**src/rtl/pc_fetch_unit_pkg.sv**
```systemverilog
// Shared types and defaults for the instruction-fetch stage.
// Holds the fetch FSM encoding and the {instr,pc} entry shape.
package pc_fetch_unit_pkg;

  localparam int XLEN = 32;
  localparam logic [XLEN-1:0] RESET_PC_DEF = 32'h0000_0000;
  localparam logic [XLEN-1:0] PC_STEP_DEF = 32'd4;

  typedef logic [XLEN-1:0] word_t;

  typedef enum logic [1:0] {
    IDLE,
    ISSUE,
    WAIT,
    DROP
  } fetch_state_t;

  typedef struct packed {
    word_t instr;
    word_t pc;
  } if_entry_t;

  function automatic word_t align_pc(word_t a);
    return {a[XLEN-1:2], 2'b00};
  endfunction

endpackage

```
**src/rtl/pc_fetch_unit_if.sv**
```systemverilog
// Instruction-memory read port: one outstanding request,
// address held until the memory acknowledges.
interface pc_fetch_unit_if;
  import pc_fetch_unit_pkg::*;

  logic  imem_req;
  word_t imem_addr;
  logic  imem_ack;
  word_t imem_rdata;

  modport master (
    output imem_req,
    output imem_addr,
    input  imem_ack,
    input  imem_rdata
  );

  modport slave (
    input  imem_req,
    input  imem_addr,
    output imem_ack,
    output imem_rdata
  );

endinterface

```
**src/rtl/fetch_skid_buf.sv**
```systemverilog
// One-entry {instr,pc} skid buffer behind the fetch output slot.
// Clear wins; a fill on the draining edge reloads the entry.
module fetch_skid_buf
  import pc_fetch_unit_pkg::*;
(
  input  logic      clk,
  input  logic      reset,
  input  logic      fill,
  input  logic      drain,
  input  logic      clear,
  input  if_entry_t din,
  output logic      valid,
  output if_entry_t dout
);

  always_ff @(posedge clk or negedge reset) begin
    if (!reset) begin
      valid <= 1'b0;
      dout  <= '0;
    end else if (clear) begin
      valid <= 1'b0;
    end else if (fill) begin
      valid <= 1'b1;
      dout  <= din;
    end else if (drain) begin
      valid <= 1'b0;
    end
  end

endmodule

```
**src/rtl/pc_fetch_unit.sv**
```systemverilog
// Fetch stage: owns the PC, issues one imem read at a time,
// and presents {instr, pc, pc+4} to the IF/ID registers.
module pc_fetch_unit
  import pc_fetch_unit_pkg::*;
#(
  parameter word_t RESET_PC = RESET_PC_DEF,
  parameter word_t PC_STEP  = PC_STEP_DEF
) (
  input  logic   clk,
  input  logic   reset,
  input  logic   stall_f,
  input  logic   redirect_valid,
  input  word_t  redirect_pc,
  pc_fetch_unit_if.master imem,
  output logic   fetch_valid,
  output word_t  fetch_instr,
  output word_t  fetch_pc,
  output word_t  fetch_pc_inc
);

  fetch_state_t state;
  logic  req_q;
  word_t addr_q;
  word_t pc_q;
  word_t pc_nxt;
  word_t tgt;

  logic ack_v;
  logic consume;
  logic slot_free;
  logic cap;
  logic skid_valid;
  logic skid_fill;
  logic skid_drain;
  logic skid_nxt;
  if_entry_t skid_q;
  if_entry_t new_e;

  assign imem.imem_req  = req_q;
  assign imem.imem_addr = addr_q;

  assign ack_v     = imem.imem_ack & req_q;
  assign consume   = fetch_valid & ~stall_f;
  assign slot_free = ~fetch_valid | consume;
  // Acks in DROP or under a redirect belong to the wrong path.
  assign cap       = ack_v & ~redirect_valid & (state != DROP);

  assign skid_drain = ~redirect_valid & slot_free & skid_valid;
  assign skid_fill  = cap & (~slot_free | skid_valid);
  assign skid_nxt   = ~redirect_valid
                    & (skid_fill | (skid_valid & ~skid_drain));

  assign tgt    = align_pc(redirect_pc);
  assign pc_nxt = redirect_valid ? tgt
                : cap            ? pc_q + PC_STEP
                :                  pc_q;

  assign new_e.instr = imem.imem_rdata;
  assign new_e.pc    = addr_q;

  fetch_skid_buf u_skid (
    .clk   (clk),
    .reset (reset),
    .fill  (skid_fill),
    .drain (skid_drain),
    .clear (redirect_valid),
    .din   (new_e),
    .valid (skid_valid),
    .dout  (skid_q)
  );

  always_ff @(posedge clk or negedge reset) begin
    if (!reset) begin
      state  <= IDLE;
      pc_q   <= RESET_PC;
      req_q  <= 1'b0;
      addr_q <= RESET_PC;
    end else begin
      pc_q <= pc_nxt;
      unique case (state)
        IDLE: state <= ISSUE;
        ISSUE, WAIT: begin
          // An unanswered request keeps its address until acked.
          if (req_q && !ack_v) begin
            state <= redirect_valid ? DROP : WAIT;
          end else begin
            state  <= ISSUE;
            req_q  <= ~skid_nxt;
            addr_q <= pc_nxt;
          end
        end
        DROP: begin
          if (ack_v) begin
            state  <= ISSUE;
            req_q  <= ~skid_nxt;
            addr_q <= pc_nxt;
          end
        end
        default: state <= IDLE;
      endcase
    end
  end

  always_ff @(posedge clk or negedge reset) begin
    if (!reset) begin
      fetch_valid  <= 1'b0;
      fetch_instr  <= '0;
      fetch_pc     <= '0;
      fetch_pc_inc <= '0;
    end else if (redirect_valid) begin
      fetch_valid <= 1'b0;
    end else if (slot_free) begin
      if (skid_valid) begin
        fetch_valid  <= 1'b1;
        fetch_instr  <= skid_q.instr;
        fetch_pc     <= skid_q.pc;
        fetch_pc_inc <= skid_q.pc + PC_STEP;
      end else if (cap) begin
        fetch_valid  <= 1'b1;
        fetch_instr  <= new_e.instr;
        fetch_pc     <= new_e.pc;
        fetch_pc_inc <= new_e.pc + PC_STEP;
      end else begin
        fetch_valid <= 1'b0;
      end
    end
  end

endmodule

```
**src/flat_wrapper.sv**
```systemverilog
// flat-port wrapper written by rule: the top's interface ports become plain ports
module pc_fetch_unit_flat import pc_fetch_unit_pkg::*;
#(
  parameter word_t RESET_PC = RESET_PC_DEF,
  parameter word_t PC_STEP  = PC_STEP_DEF
)
  (clk, reset, stall_f, redirect_valid, redirect_pc, fetch_valid, fetch_instr, fetch_pc, fetch_pc_inc, imem_imem_req, imem_imem_addr, imem_imem_ack, imem_imem_rdata);
  pc_fetch_unit_if imem_i ();
  input  logic clk;
  input  logic reset;
  input  logic stall_f;
  input  logic redirect_valid;
  input  word_t redirect_pc;
  output logic fetch_valid;
  output word_t fetch_instr;
  output word_t fetch_pc;
  output word_t fetch_pc_inc;
  output wire logic [$bits(imem_i.imem_req)-1:0] imem_imem_req;
  output wire logic [$bits(imem_i.imem_addr)-1:0] imem_imem_addr;
  input wire logic [$bits(imem_i.imem_ack)-1:0] imem_imem_ack;
  input wire logic [$bits(imem_i.imem_rdata)-1:0] imem_imem_rdata;
  assign imem_imem_req = imem_i.imem_req;
  assign imem_imem_addr = imem_i.imem_addr;
  assign imem_i.imem_ack = imem_imem_ack;
  assign imem_i.imem_rdata = imem_imem_rdata;
  pc_fetch_unit #(.RESET_PC(RESET_PC), .PC_STEP(PC_STEP)) u_core (.clk(clk), .reset(reset), .stall_f(stall_f), .redirect_valid(redirect_valid), .redirect_pc(redirect_pc), .imem(imem_i), .fetch_valid(fetch_valid), .fetch_instr(fetch_instr), .fetch_pc(fetch_pc), .fetch_pc_inc(fetch_pc_inc));
endmodule
```
**config.mk**
```make
export PLATFORM = sky130hd
export DESIGN_NAME = pc_fetch_unit_flat
export DESIGN_NICKNAME = d
export VERILOG_FILES = /design/src/rtl/pc_fetch_unit_pkg.sv /design/src/rtl/pc_fetch_unit_if.sv /design/src/rtl/fetch_skid_buf.sv /design/src/rtl/pc_fetch_unit.sv /design/src/flat_wrapper.sv
export SDC_FILE = /design/constraint.sdc
export NUM_CORES = 1
export LEC_CHECK = 0
export CAP_MARGIN = 20
export CORE_ASPECT_RATIO = 1.4
export CORE_MARGIN = 5
export CORE_UTILIZATION = 48
export DETAILED_ROUTE_END_ITERATION = 16
export MAX_ROUTING_LAYER = met4
export PLACE_DENSITY = 0.74
export REMOVE_ABC_BUFFERS = 1
export SKIP_LAST_GASP = 1
export SYNTH_ARGS = -nofsm -noshare
export SYNTH_HDL_FRONTEND = slang
export SYNTH_SLANG_ARGS = --single-unit
```
**constraint.sdc**
```tcl
create_clock -name clk -period 2.6 [get_ports clk]
set_input_delay 0.52 -clock clk [delete_from_list [all_inputs] [get_ports clk]]
set_output_delay 0.52 -clock clk [all_outputs]
set_load 0.01 [all_outputs]
```
Word level (Yosys, flattened, before mapping)
Index checks and enable logic that the tools add are counted.
{"block": "word_totals", "ff_bits": 229, "output_inout_bits": 130, "wordCells": 74}
{"block": "classes", "n_bitwise": 18, "mux": 25, "n_addsub": 3, "n_eq_ne": 6, "n_reduce_logical": 11}
{"cell": "$mux 32", "count": 10}
{"cell": "$add 32x3->32 const B", "count": 3}
{"cell": "$pmux 32 s2", "count": 1}
{"cell": "$mux 1", "count": 10}
{"cell": "$and 1x1->1", "count": 9}
{"cell": "$not 1->1", "count": 6}
{"cell": "$pmux 2 s3", "count": 1}
{"cell": "$reduce_and 3->1", "count": 2}
{"cell": "$reduce_bool 2->1", "count": 3}
{"cell": "$eq 2x2->1 const B", "count": 2}
{"cell": "$mux 2", "count": 2}
{"cell": "$ne 2x2->1 const B", "count": 2}
{"cell": "$or 1x1->1", "count": 3}
{"cell": "$reduce_bool 3->1", "count": 1}
{"cell": "$eq 2x1->1 const B", "count": 1}
{"cell": "$logic_not 2->1", "count": 1}
{"cell": "$ne 2x1->1 const B", "count": 1}
{"cell": "$pmux 1 s2", "count": 1}
{"cell": "$reduce_and 2->1", "count": 1}
{"cell": "$reduce_or 2->1", "count": 1}
{"cell": "$logic_and 1x1->1", "count": 1}
{"cell": "$logic_not 1->1", "count": 1}

Longest topological paths before layout
{"block": "depth", "depth_word": 12, "depth_mapped": 12, "depth_no_buf": 7}

Cells and area by module
A second synthesis with hierarchy kept.
{"block": "unflattened", "cells_unflattened": 931, "hier_area_um2": 10776.6}
{"mod": "pc_fetch_unit", "cells_each": 791, "n_inst": 1, "area_each_um2": 8035.2}
{"mod": "fetch_skid_buf", "cells_each": 140, "n_inst": 1, "area_each_um2": 2741.4}

Worst setup path before layout
Ideal clock, no wire load.
{"block": "synth_path", "kind": "register to register", "from": "reg u_core.u_skid.valid", "to": "reg u_core.fetch_pc_inc[22]", "required_ps": 2505, "stages_incl_launch_ff": 13, "arrival_time_ps": 2739, "path_buffers": 5, "setup_slack_ps": -235, "cell_sequence": "dfrtp_1 > buf_4 > buf_2 > buf_2 > buf_2 > mux2_2 > ha_1 > inv_1 > a221oi_2 > nand4_1 > clkbuf_1 > o31a_1 > o31ai_1"}
{"block": "synth_between", "elab_chain_len": 2, "word_cells_on_any_way": 3, "cone_classes": "mux (1); reduce/logical (2)"}
{"element": "start: declaration", "line": "fetch_skid_buf.sv:12", "text": "output logic valid,"}
{"element": "start signal: assignment", "line": "fetch_skid_buf.sv:18", "text": "valid <= 1'b0;"}
{"element": "start signal: assignment", "line": "fetch_skid_buf.sv:21", "text": "valid <= 1'b0;"}
{"element": "start signal: assignment", "line": "fetch_skid_buf.sv:23", "text": "valid <= 1'b1;"}
{"element": "$reduce_bool 2->1 (no line)"}
{"element": "$reduce_and 3->1 (no line)"}
{"element": "end signal: assignment", "line": "pc_fetch_unit.sv:117", "text": "fetch_pc_inc <= skid_q.pc + PC_STEP;"}
{"element": "end signal: assignment", "line": "pc_fetch_unit.sv:122", "text": "fetch_pc_inc <= new_e.pc + PC_STEP;"}
{"element": "end: declaration", "line": "pc_fetch_unit.sv:18", "text": "output word_t fetch_pc_inc"}
Parallel ways exist; a longest one is shown, timed or not.
A chain may end at the register's enable or synchronous reset.

Worst setup path in the final report
{"block": "layout_path", "from": "reg u_core.state[1]", "to": "reg u_core.addr_q[24] (netlist: u_core.imem.imem_addr[24])"}
{"block": "layout_between", "elab_chain_len": 6, "word_cells_on_any_way": 15, "cone_classes": "eq/ne (6); mux (5); bitwise (1); reduce/logical (3)"}
{"element": "start: declaration", "line": "pc_fetch_unit.sv:21", "text": "fetch_state_t state;"}
{"element": "start signal: assignment", "line": "pc_fetch_unit.sv:85", "text": "state <= redirect_valid ? DROP : WAIT;"}
{"element": "$ne 2x2->1", "line": "pc_fetch_unit.sv:46", "text": "assign cap = ack_v & ~redirect_valid & (state != DROP);"}
{"element": "$and 1x1->1", "line": "pc_fetch_unit.sv:46"}
{"element": "$mux 32", "line": "pc_fetch_unit.sv:55", "text": ": cap ? pc_q + PC_STEP"}
{"element": "$mux 32", "line": "pc_fetch_unit.sv:54", "text": "assign pc_nxt = redirect_valid ? tgt"}
{"element": "$mux 32, on equally long branches", "line": "pc_fetch_unit.sv:93, pc_fetch_unit.sv:84"}
{"element": "$pmux 32 s2", "line": "pc_fetch_unit.sv:80", "text": "unique case (state)"}
{"element": "end signal: assignment", "line": "pc_fetch_unit.sv:89", "text": "addr_q <= pc_nxt;"}
{"element": "end signal: assignment", "line": "pc_fetch_unit.sv:96", "text": "addr_q <= pc_nxt;"}
{"element": "end: declaration", "line": "pc_fetch_unit.sv:23", "text": "word_t addr_q;"}
Parallel ways exist; a longest one is shown, timed or not. The select of a mux whose other input is x is not followed.

==> impl_metrics.ini <==
[status]
outcome = completed

[critical_path]
crit_start = u_core.state[1]
r2r_cells = 6
max_stage_delay_ns = 0.54
cp-endpoint = u_core.imem.imem_addr[24]
path_cells = ha_1 > nand4bb_1 > or3_4 > or4_4 > or4_1 > nand3_1
r2r_setup_slack_ns = 0.08
crit_path_top_delay_cell = or4_4
path_max_fanout = 3
rr_endpoint = u_core.imem.imem_addr[24]
required_ns = 3.04
timing.critical_path.from_type = flop
r2r-start = u_core.state[1]
crit_arrival_ns = 2.96
path_class = flop to flop
cp-end-kind = flop

[timing]
fin_crit_ns = 2.521
fmax_ghz = 0.3966
fin_hold_ws_ns = 0.4731
period_share_pct = 96.98
fin_skew_ns = 0.01471
tightest_slew_ns = 0.5845
hold_viol = 0
grt_setup_unrepaired = no
finalMaxSlewViolations = 0
setup_viol = 0
slew_headroom_pct = 61.03

[clock_network]
clock-sinks = 227
clockRootBuffer = clkbuf_16
cts_buffer_depth = 3
cts_buffers = 23
cts_tree = yes
h-tree-depth = 1
clk_pin_slew_worst_paths_ns = 0.07
clock_latency_ns = 0.51

[cells_and_area]
fill_cells = 1794
nNetsFinal = 1273
drive_above_1_share_pct = 16.63
instances_no_fill = 1513
area_growth_pct = 32.31

[synth]
ys_types = 54
synth.top_cell.area_share_pct = 53.44
yosysTopAreaCell = dfrtp_1
ys.flop_type = dfrtp_1
ys_seq_area_share_pct = 53.44
synthTopCellsByArea = dfrtp_1, mux2_2, mux2i_1, nand2_1, o21ai_0
netlist_area_um2 = 10630
ys_warn_count = 0
syn_inst = 979
synth-async-reset-ratio_pct = 100.0
synth_area_per_cell_um2 = 10.86
synth_edf_count = 0
ys_seq_elements = 227

[floorplanning]
die_area_um2 = 25260
die_h_um = 186.1
row_count = 64
die_w_um = 135.8
io_pins = 199
start_util_pct = 48.62
core_um2 = 21860

[placed_design]
portBuffers = 196
gp_congestion = 0.8669
dp.cells = 1467
dp_hpwl_um = 18570

[global_routing]
grt_use_total_pct = 21.23
overflow = 0
grt_antenna_before_repair = 1
grt_max_degree = 73
grt_pass1_wl_um = 42300
grt_pass1_vias = 8324

[pwr]
total_power_mw = 15.24
p_per_area_nw_per_um2 = 1084
leakagePower_nw = 5.948
ir_drop_mv = 0.6936

[hold_path]
hp-class = flop to flop

[drt]
wirelength_um = 25990
drtIter0Drc = 431
route.detailed.drc = 0
ant_nets = 0
firstDrtPassIters = 6
num_vias = 8131
wl_per_cell_um = 17.17
viasPerCell = 5.374

[job]
cap_viol_max_count = 0
## layout by cell type (no fill, tap or decap), types with 3 or more instances in the layout
cell,n
a21boi_0,3
a21o_1,3
a21oi_1,22
a31o_2,4
and2_1,4
and3_1,12
buf_12,8
buf_4,51
clkbuf_1,6
clkbuf_16,23
clkbuf_8,5
clkdlybuf4s50_1,194
clkinv_2,3
dfrtp_1,226
ha_1,4
inv_1,19
mux2_2,85
mux2i_1,71
nand2_1,145
nand3_1,26
nand3b_1,8
nand4_1,19
nand4b_1,7
nor2_1,13
nor2b_1,8
nor3_1,7
nor4_1,16
o21a_1,3
o21ai_0,103
o31a_1,8
o31ai_1,17
or2_2,4
or4_1,4
xnor2_1,27
xor2_1,15
## area by class of cell
type	instances	area (µm²)	area share (%)
Multi-Input combinational cell	671	4642	33.01
Inverter	19	71.32	0.5071
Clock inverter	6	83.83	0.5961
Antenna cell	1	2.502	0.01779
Clock buffer	34	666.9	4.742
Tap cell	297	371.6	2.642
Timing Repair Buffer	258	2541	18.07
Sequential cell	227	5684	40.42
## power by group
part	internal, mW	leakage, nW	switching, mW
registers	4.93	2.86	1.05
logic	3.21	2.72	2.73
clock network	1.97	0.371	1.34
## routing by layer
metal | vias up | track usage [%] | wire length, µm
met5 | - | - | 0
met4 | 0 | 6.575 | 569
met3 | 33 | 2.812 | 1165
met2 | 167 | 36.92 | 13800
met1 | 3998 | 25.78 | 10450
li1 | 3933 | - | -
## sequential cells by signal (all words and copies together), names as in the netlist
register               flops
u_core.u_skid.dout        64
u_core.fetch_instr        32
u_core.fetch_pc_inc       32
u_core.imem.imem_addr     32
u_core.pc_q               32
u_core.fetch_pc           30
u_core.state               2
u_core.fetch_valid         1
u_core.imem.imem_req       1
u_core.u_skid.valid        1
## synthesized netlist by cell type, types with 16 or more instances
| library cell | instances |
|---|---|
| clkbuf_1 | 40 |
| o21ai_0 | 104 |
| inv_1 | 19 |
| nor4_1 | 16 |
| a21oi_1 | 23 |
| o31ai_1 | 17 |
| xnor2_1 | 27 |
| dfrtp_1 | 227 |
| nand4_1 | 19 |
| mux2_2 | 85 |
| nand2_1 | 145 |
| nand3_1 | 28 |
| mux2i_1 | 71 |
## kinds of logic (layout without fill, tap and decap cells)
group           after synthesis  after routing  synth area share (%)
compound gates              181            181                 10.19
flops                       227            227                 53.44
mux                         156            156                 15.69
other cells                   0              1                     0
xor+xnor                     42             42                 3.461
simple gates                288            288                 13.53
fa+ha+maj                     4              4                0.4709
buf+inv                      81            317                 3.214
## stage by stage
stage | cell area (µm²) | util, % | setup TNS (ns) | worst slack [ns]
floorplan | 10360 | - | -1206.73 | -9.305
global placement | 13240 | 60.58 | -0.2304 | -0.1602
detailed placement | 13240 | 60.58 | -0.3562 | -0.1719
CTS | 14010 | 64.09 | 0 | 0.01407
global route | 14060 | 64.33 | 0 | 0.002338
finish | 14060 | 64.33 | 0 | 0.07857
## worst min-delay path by stage
stage                                  startpoint  slack, ns                 endpoint  cells after the start
after CTS                  u_core.fetch_pc_inc[8]       0.48   u_core.fetch_pc_inc[8]                      2
after global placement      u_core.fetch_instr[3]       0.46    u_core.fetch_instr[3]                      2
after detailed placement   u_core.fetch_pc_inc[8]       0.46   u_core.fetch_pc_inc[8]                      2
after floorplan                             reset       0.22    u_core.fetch_instr[0]                      0
after global routing        u_core.fetch_instr[8]       0.49    u_core.fetch_instr[8]                      2
final                     u_core.fetch_pc_inc[14]       0.47  u_core.fetch_pc_inc[14]                      2
## critical path: cells and delay by family, from the launching register on
family	cells	cell delay, ns
AND/OR/NAND/NOR	5	1.81
flip-flops	1	0.40
adder cells (fa/ha/maj)	1	0.24
## repair_timing
action,4_1_cts,5_1_grt
endpoints found under the hold margin,8,0
setup endpoints to repair,4,10
buffers inserted,0,4
gates resized for setup,1,6
hold buffers,1,0
pin swaps,0,1
Power figures use the tool's default switching activity.
